File: src/rtl/i2c_reg_bank_if.sv
// Byte-level handshake between an I2C slave core and the register bank.
// The master modport is the slave core; the slave modport is the register bank.
interface i2c_reg_bank_if;
  logic [7:0] rx_data;
  logic       rx_valid;
  logic       rx_active;
  logic       tx_ready;
  logic       tx_busy;
  logic [7:0] tx_data;
  logic       tx_valid;

  modport master (
    output rx_data, rx_valid, rx_active, tx_ready, tx_busy,
    input  tx_data, tx_valid
  );

  modport slave (
    input  rx_data, rx_valid, rx_active, tx_ready, tx_busy,
    output tx_data, tx_valid
  );
endinterface

File: src/rtl/i2c_reg_bank.sv
// I2C-addressable register bank: the first byte of a master write sets the pointer,
// later bytes are stored with auto-increment; reads stream regs[ptr] with prefetch.
module i2c_reg_bank #(
  parameter int unsigned NUM_REGS = 16,
  parameter int unsigned PTR_W    = $clog2(NUM_REGS)
) (
  input  logic              clock,
  input  logic              reset,
  i2c_reg_bank_if.slave     bus,
  input  logic [PTR_W-1:0]  host_addr,
  input  logic [7:0]        host_wdata,
  input  logic              host_we,
  output logic [7:0]        host_rdata,
  output logic              upd_strobe,
  output logic [PTR_W-1:0]  upd_addr
);

  localparam int unsigned DATA_W = 8;

  typedef enum logic [1:0] {IDLE, PTR, WDATA} state_t;

  state_t              state;
  logic [PTR_W-1:0]    ptr;
  logic                armed;
  logic                rx_active_q;
  logic [DATA_W-1:0]   regs [NUM_REGS];

  logic                rx_rise_c;
  logic                rx_fall_c;
  logic                rx_ptr_c;
  logic                rx_wr_c;
  logic                tx_accept_c;
  logic [PTR_W-1:0]    ptr_inc_c;

  assign rx_rise_c   = ~rx_active_q & bus.rx_active;
  assign rx_fall_c   = rx_active_q & ~bus.rx_active;
  assign rx_ptr_c    = (state == PTR) & bus.rx_valid;
  assign rx_wr_c     = (state == WDATA) & bus.rx_valid;
  assign ptr_inc_c   = ptr + PTR_W'(1);
  // A received byte owns the pointer in its cycle; a read accept waits.
  assign tx_accept_c = bus.tx_valid & bus.tx_ready & ~(rx_ptr_c | rx_wr_c);

  assign bus.tx_valid = armed & ~bus.rx_active;
  assign bus.tx_data  = regs[ptr];
  assign host_rdata   = regs[host_addr];

  // rx_active_q resets high so a transaction already in flight at reset
  // release must drop and rise again before it is honoured.
  always_ff @(posedge clock or posedge reset) begin
    if (reset) begin
      state       <= IDLE;
      ptr         <= '0;
      armed       <= 1'b1;
      rx_active_q <= 1'b1;
      upd_strobe  <= 1'b0;
      upd_addr    <= '0;
      for (int unsigned i = 0; i < NUM_REGS; i++) begin
        regs[PTR_W'(i)] <= '0;
      end
    end else begin
      rx_active_q <= bus.rx_active;
      upd_strobe  <= rx_wr_c;

      if (host_we) begin
        regs[host_addr] <= host_wdata;
      end
      // Placed after the host write so an I2C write to the same address wins.
      if (rx_wr_c) begin
        regs[ptr] <= bus.rx_data;
        upd_addr  <= ptr;
      end

      case (state)
        IDLE: begin
          if (rx_rise_c) begin
            state <= PTR;
          end
        end
        PTR: begin
          if (bus.rx_valid) begin
            ptr   <= bus.rx_data[PTR_W-1:0];
            state <= WDATA;
          end
        end
        WDATA: begin
          if (bus.rx_valid) begin
            ptr <= ptr_inc_c;
          end
        end
        default: state <= IDLE;
      endcase

      if ((state != IDLE) && rx_fall_c) begin
        state <= IDLE;
      end

      if (tx_accept_c) begin
        ptr   <= ptr_inc_c;
        armed <= bus.tx_busy;
      end
      if (rx_fall_c) begin
        armed <= 1'b1;
      end
    end
  end

endmodule
File: src/flat_wrapper.sv
// flat-port wrapper written by rule: the top's interface ports become plain ports
module i2c_reg_bank_flat 
#(
  parameter int unsigned NUM_REGS = 16,
  parameter int unsigned PTR_W    = $clog2(NUM_REGS)
)
  (clock, reset, host_addr, host_wdata, host_we, host_rdata, upd_strobe, upd_addr, bus_rx_data, bus_rx_valid, bus_rx_active, bus_tx_ready, bus_tx_busy, bus_tx_data, bus_tx_valid);
  i2c_reg_bank_if bus_i ();
  input  logic clock;
  input  logic reset;
  input  logic [PTR_W-1:0] host_addr;
  input  logic [7:0] host_wdata;
  input  logic host_we;
  output logic [7:0] host_rdata;
  output logic upd_strobe;
  output logic [PTR_W-1:0] upd_addr;
  input wire logic [$bits(bus_i.rx_data)-1:0] bus_rx_data;
  input wire logic [$bits(bus_i.rx_valid)-1:0] bus_rx_valid;
  input wire logic [$bits(bus_i.rx_active)-1:0] bus_rx_active;
  input wire logic [$bits(bus_i.tx_ready)-1:0] bus_tx_ready;
  input wire logic [$bits(bus_i.tx_busy)-1:0] bus_tx_busy;
  output wire logic [$bits(bus_i.tx_data)-1:0] bus_tx_data;
  output wire logic [$bits(bus_i.tx_valid)-1:0] bus_tx_valid;
  assign bus_i.rx_data = bus_rx_data;
  assign bus_i.rx_valid = bus_rx_valid;
  assign bus_i.rx_active = bus_rx_active;
  assign bus_i.tx_ready = bus_tx_ready;
  assign bus_i.tx_busy = bus_tx_busy;
  assign bus_tx_data = bus_i.tx_data;
  assign bus_tx_valid = bus_i.tx_valid;
  i2c_reg_bank #(.NUM_REGS(NUM_REGS), .PTR_W(PTR_W)) u_core (.clock(clock), .reset(reset), .bus(bus_i), .host_addr(host_addr), .host_wdata(host_wdata), .host_we(host_we), .host_rdata(host_rdata), .upd_strobe(upd_strobe), .upd_addr(upd_addr));
endmodule
File: config.mk
export PLATFORM = sky130hd
export DESIGN_NAME = i2c_reg_bank_flat
export DESIGN_NICKNAME = d
export VERILOG_FILES = /design/src/rtl/i2c_reg_bank_if.sv /design/src/rtl/i2c_reg_bank.sv /design/src/flat_wrapper.sv
export SDC_FILE = /design/constraint.sdc
export NUM_CORES = 1
export LEC_CHECK = 0
export CAP_MARGIN = 40
export CORE_AREA = 2 2 118 235
export DETAILED_ROUTE_END_ITERATION = 16
export DIE_AREA = 0 0 120 237
export GPL_ROUTABILITY_DRIVEN = 1
export PLACE_DENSITY = 0.52
export SYNTH_ARGS = -nofsm -noshare
export SYNTH_HDL_FRONTEND = slang
export SYNTH_SLANG_ARGS = --single-unit
export TNS_END_PERCENT = 20
File: constraint.sdc
create_clock -name clock -period 7.7 [get_ports clock]
set_input_delay 2.31 -clock clock [delete_from_list [all_inputs] [get_ports clock]]
set_output_delay 2.31 -clock clock [all_outputs]
set_load 0.02 [all_outputs]
* Word level (Yosys, flattened, before mapping)
Cells that the tools add are included.
** Word-level totals
- Memories kept :: 0
- Word-level logic and storage cells :: 80
- Flip-flop bits (word level) :: 141
- Latch bits :: 0
- RAM bits :: 0
- ROM bits :: 0
** Operators by class
- Shifts and indexed selects :: 0
- Reduce and logical (&&, ||, !) cells :: 9
- Div/mod/pow operators :: 0
- Equality and inequality tests :: 7
- Bitwise gates (word level) :: 13
- $lt $le $gt $ge :: 4
- $mul :: 0
- $add $sub $neg :: 1
- Mux-type cells :: 24
** Operators by type and width (number)
- $bwmux W128 :: 2
- $mux W128 :: 2
- $bmux W8 S4 :: 2
- $demux W8 S4 :: 2
- $mux W8 :: 6
- $mux W4 :: 3
- $ge A5 B5 Y1 const B :: 2
- $lt A5 B1 Y1 const B :: 2
- $not A4 Y5 :: 2
- $pmux W4 S2 :: 1
- $and A1 B1 Y1 :: 7
- $mux W2 :: 3
- $ne A3 B2 Y1 const B :: 2
- $pmux W2 S3 :: 1
- $reduce_and A3 Y1 :: 2
- $add A4 B1 Y4 const B :: 1
- $reduce_bool A2 Y1 :: 2
- $logic_and A1 B1 Y1 :: 3
- $ne A3 B1 Y1 const B :: 1
- $ne A3 B3 Y1 const B :: 1
- $not A1 Y1 :: 3
- $reduce_bool A3 Y1 :: 1
- $eq A2 B1 Y1 const B :: 1
- $eq A2 B2 Y1 const B :: 1
- other kinds (4) :: 5

* Longest topological paths before layout
- Word-level depth :: 9
- Depth in mapped cells :: 9
- Depth with buffers taken out :: 6

* Least setup slack after synthesis
OpenSTA, ideal clock, no wires.
- Path kind :: input to output
- Start :: input host_addr[0]
- End :: output host_rdata[6]
- Slack :: 1826 ps
- Arrival :: 3564 ps
- Cell stages on the path :: 5
- Cells stage by stage :: buf_2 -> buf_2 -> mux4_2 -> a22oi_1 -> nand2_1
** Between the ends
- Word-level cells in the longest chain between the ends :: 4
** RTL lines
- start, declared :: line flat_wrapper.sv:11 : input logic [PTR_W-1:0] host_addr;
- $not A4 Y5 (implied by the code) :: line i2c_reg_bank.sv:45 : assign host_rdata = regs[host_addr];
- $bmux W8 S4 :: line i2c_reg_bank.sv:45
- $mux W8 (implied by the code) (2 in series) :: line i2c_reg_bank.sv:45
- end, declared :: line flat_wrapper.sv:14 : output logic [7:0] host_rdata;
Every way passes these cells. The select of a mux whose other input is x is not followed.

* Worst setup path in the final report
- Start :: input host_addr[0]
- End :: output host_rdata[2]
The elaborated chain is that of the path after synthesis.

==> impl_metrics.ini <==
[sta]
fmax_mhz = 142.9
final_max_slew_viol_count = 0
hold_viol = 0
tns_ns = 0
relSlewSlack_pct = 40.15
period_minus_slack_ns = 6.996
worstMarginPinSlew_ns = 0.8949
fin_crit_sh_pct = 90.86
setup_viol = 0
rsz0062_at_grt = false
fin_skew_ns = 0.007077

[worst_setup_path]
reg2reg_depth = 7
crit_chain = buf_2 -> buf_4 -> mux4_2 -> a22oi_1 -> nand2_1 -> clkdlybuf4s50_1
critical_path.top_delay_family = buffers and inverters
required_ns = 5.39
crit_cells = 6
critPathCaptureType = output pin
crit_slowest_cell = clkdlybuf4s50_1
cpPeakStageDelay_ns = 0.57
path_max_fanout = 30
crit_type = primary input to output pin
start_kind = primary input
critPathArrivalTime_ns = 4.69
critPathBufInv = 3

[route]
vias = 6680
wl_per_cell_microns = 22.77
drt-total-wl_mm = 27.05
via_per_inst = 5.623
first_iter_violations = 682
antenna_left = 0
post-route-drc-count = 0
firstDrtPassIters = 5

[floorplanning]
fp.dieW_microns = 120
fp.dieH_microns = 237
io_pins = 49
rows = 85
start_util_pct = 32.54
die_area_sq_um = 28440
core_area_sq_um = 26690

[logic_synthesis]
yosys.area_share.adder_pct = 1.296
synth_seq_cells = 141
synth.most_common_cell = dfrtp_1
netlist_top_cells_count = dfrtp_1, a21oi_1, nor2_1
yosys.area_share.simple_pct = 10.77
synth.distinct_cells = 34
synthCells = 822
seq_area_frac_synth_pct = 40.65
yosysWarnings = 0
synthArstFlopShare_pct = 100.0
synthMuxAreaShare_pct = 31.85
synth_flop_cell = dfrtp_1
synth_edf_count = 0
yosys-top-cells-area = dfrtp_1, mux4_2, mux2i_1, a21oi_1, nor2_1
yosysTopAreaCellShare_pct = 40.04
synth_compound_area_share_pct = 11.55
avgSynthCellArea_sq_um = 10.57
yosysTopAreaCell = dfrtp_1
syn_nets = 858
synth-xor-area-share_pct = 0
synth_top_family_by_area = multiplexers
synthesis.area_sq_um = 8687

[power_and_ir_drop]
p_leak_nw = 4.191
combPwrFrac_pct = 41.4
ir_drop_uv = 201.1
power_density_nw_per_um2 = 394.3
swShare_pct = 36.82
pwr-share-clk_pct = 20.5
p_int_w = 0.002483
p_switching_w = 0.001447
seq_power_share_pct = 38.1

[clocking]
cts_tree = yes
cts.sinks = 141
path_clk_slew_ns = 0.06
htree_levels = 4
ctsResizeCount = 0
cts-buffers-inserted = 17
cts.path.max_buffers = 2
cts_post_setup_buffers_inserted = 0
clk_latency_ns = 0.43
hold_buffers = 0
root_buffer = clkbuf_16

[global_routing]
grt_pass1_wl_mm = 41.20
grt_usage_pct = 19.66
grt_max_degree = 82
antenna_found_initial = 0
first_global_vias = 6526
overflow = 0

[hold_path]
min_path_type = register to register
hold-path-cell-count = 2

[cells_and_area]
final_nets = 864
drive_gt1_share_pct = 14.29
nFillCells = 2680
fin_cells = 1188
antennaDiodeCount = 0
synthToLayoutAreaGrowth_pct = 14.73

[outcome]
status = complete, no violations

[placed_design]
gp_congestion = 0.8843
port_buffers = 48
place_hpwl_mm = 19.56
placed_cells = 1157

[job]
drv_cap = 0
routing by layer:
layer | track usage, % | up-vias | part of all wire, %
met5 | 0 | - | 0
met4 | 8.734 | 0 | 3.9
met3 | 3.227 | 58 | 5.6
met2 | 33.11 | 261 | 51
met1 | 24.60 | 3345 | 39
li1 | - | 3016 | -
worst min-delay path: cells and delay by family, from the launching register on:
family | cells | cell delay (ns)
AO/OA/AOI/OAI | 1 | 0.06
AND/OR/NAND/NOR | 1 | 0.05
flip-flops | 1 | 0.35
cells by family (layout without fill, tap and decap cells):
family / count (synthesis) / in the layout
simple gates: 217 / 217
mux: 196 / 196
compound gates: 179 / 179
flops: 141 / 141
buf+inv: 80 / 98
fa+ha+maj: 9 / 9
flip-flops by register name, summed over array words and instances (netlist names):
register / count
u_core.upd_strobe: 1
u_core.rx_active_q: 1
u_core.regs: 128
u_core.upd_addr: 4
u_core.ptr: 4
u_core.state: 2
u_core.armed: 1
cell type report:
type | count | area, sq um | share of cell area (%)
multi-input cells | 601 | 4818 | 48.34
flip-flops and latches | 141 | 3532 | 35.44
repair buffers | 58 | 573.1 | 5.749
clock buffers | 24 | 481.7 | 4.833
well taps | 348 | 435.4 | 4.369
clock inverters | 7 | 87.58 | 0.8787
inverters | 9 | 38.79 | 0.3892
power groups by stage:
stage / Clock [W] / Combinational [W] / Sequential [W]
6_report: 0.000806 / 0.00163 / 0.00150
4_1_cts: 0.000819 / 0.00164 / 0.00149
3_5_place_dp: 0 / 0.00164 / 0.00150
2_1_floorplan: 0 / 0.00122 / 0.00130
3_3_place_gp: 0 / 0.00158 / 0.00150
5_1_grt: 0.000856 / 0.00177 / 0.00152
cells in the final DEF, fill, tap and decap left out, types with 4 or more instances in the layout:
| master | synthesis | final |
|---|---|---|
| dfrtp_1 | 139 | 138 |
| clkbuf_1 | 39 | 4 |
| mux2i_1 | 129 | 129 |
| nor3_1 | 4 | 4 |
| buf_4 | 0 | 8 |
| a21oi_1 | 132 | 132 |
| ha_1 | 9 | 9 |
| nand2_1 | 43 | 43 |
| mux4_2 | 64 | 64 |
| nor2b_1 | 6 | 6 |
| nor2_2 | 6 | 6 |
| nand3b_1 | 4 | 4 |
| and3_1 | 5 | 5 |
| clkbuf_16 | 0 | 17 |
| inv_1 | 9 | 8 |
| a22oi_1 | 32 | 32 |
| nor2_1 | 132 | 132 |
| clkinv_2 | 0 | 4 |
| o21ai_0 | 6 | 6 |
| clkdlybuf4s50_1 | 0 | 46 |
metrics by stage:
step                total power (W)  setup slack, ns  utilization, %  area, sq um  hold WS [ns]
floorplan                  0.002521            1.612               -         8687        0.4656
global placement           0.003078           0.7505           34.96         9333        0.4764
detailed placement         0.003133           0.7013           35.21         9398        0.4804
CTS                        0.003942           0.7017           37.34         9967        0.4960
global route               0.004145           0.5157           37.34         9967        0.5248
finish                     0.003930           0.7040           37.34         9967        0.4882
final timing paths:
path,slack (ns),from,end
max,0.70,host_addr[0],host_rdata[2]
min,0.49,u_core.upd_addr[1]$_DFFE_PP0P_,u_core.upd_addr[1]$_DFFE_PP0P_
max reg2reg,5.26,u_core.ptr[0]$_DFFE_PP0P_,u_core.regs[93]$_DFF_PP0_
min reg2reg,0.49,u_core.upd_addr[1]$_DFFE_PP0P_,u_core.upd_addr[1]$_DFFE_PP0P_
max in group asynchronous,4.23,reset,u_core.regs[81]$_DFF_PP0_
min in group asynchronous,2.20,reset,u_core.regs[38]$_DFF_PP0_
Note: power is estimated with default switching activity, not from simulation.
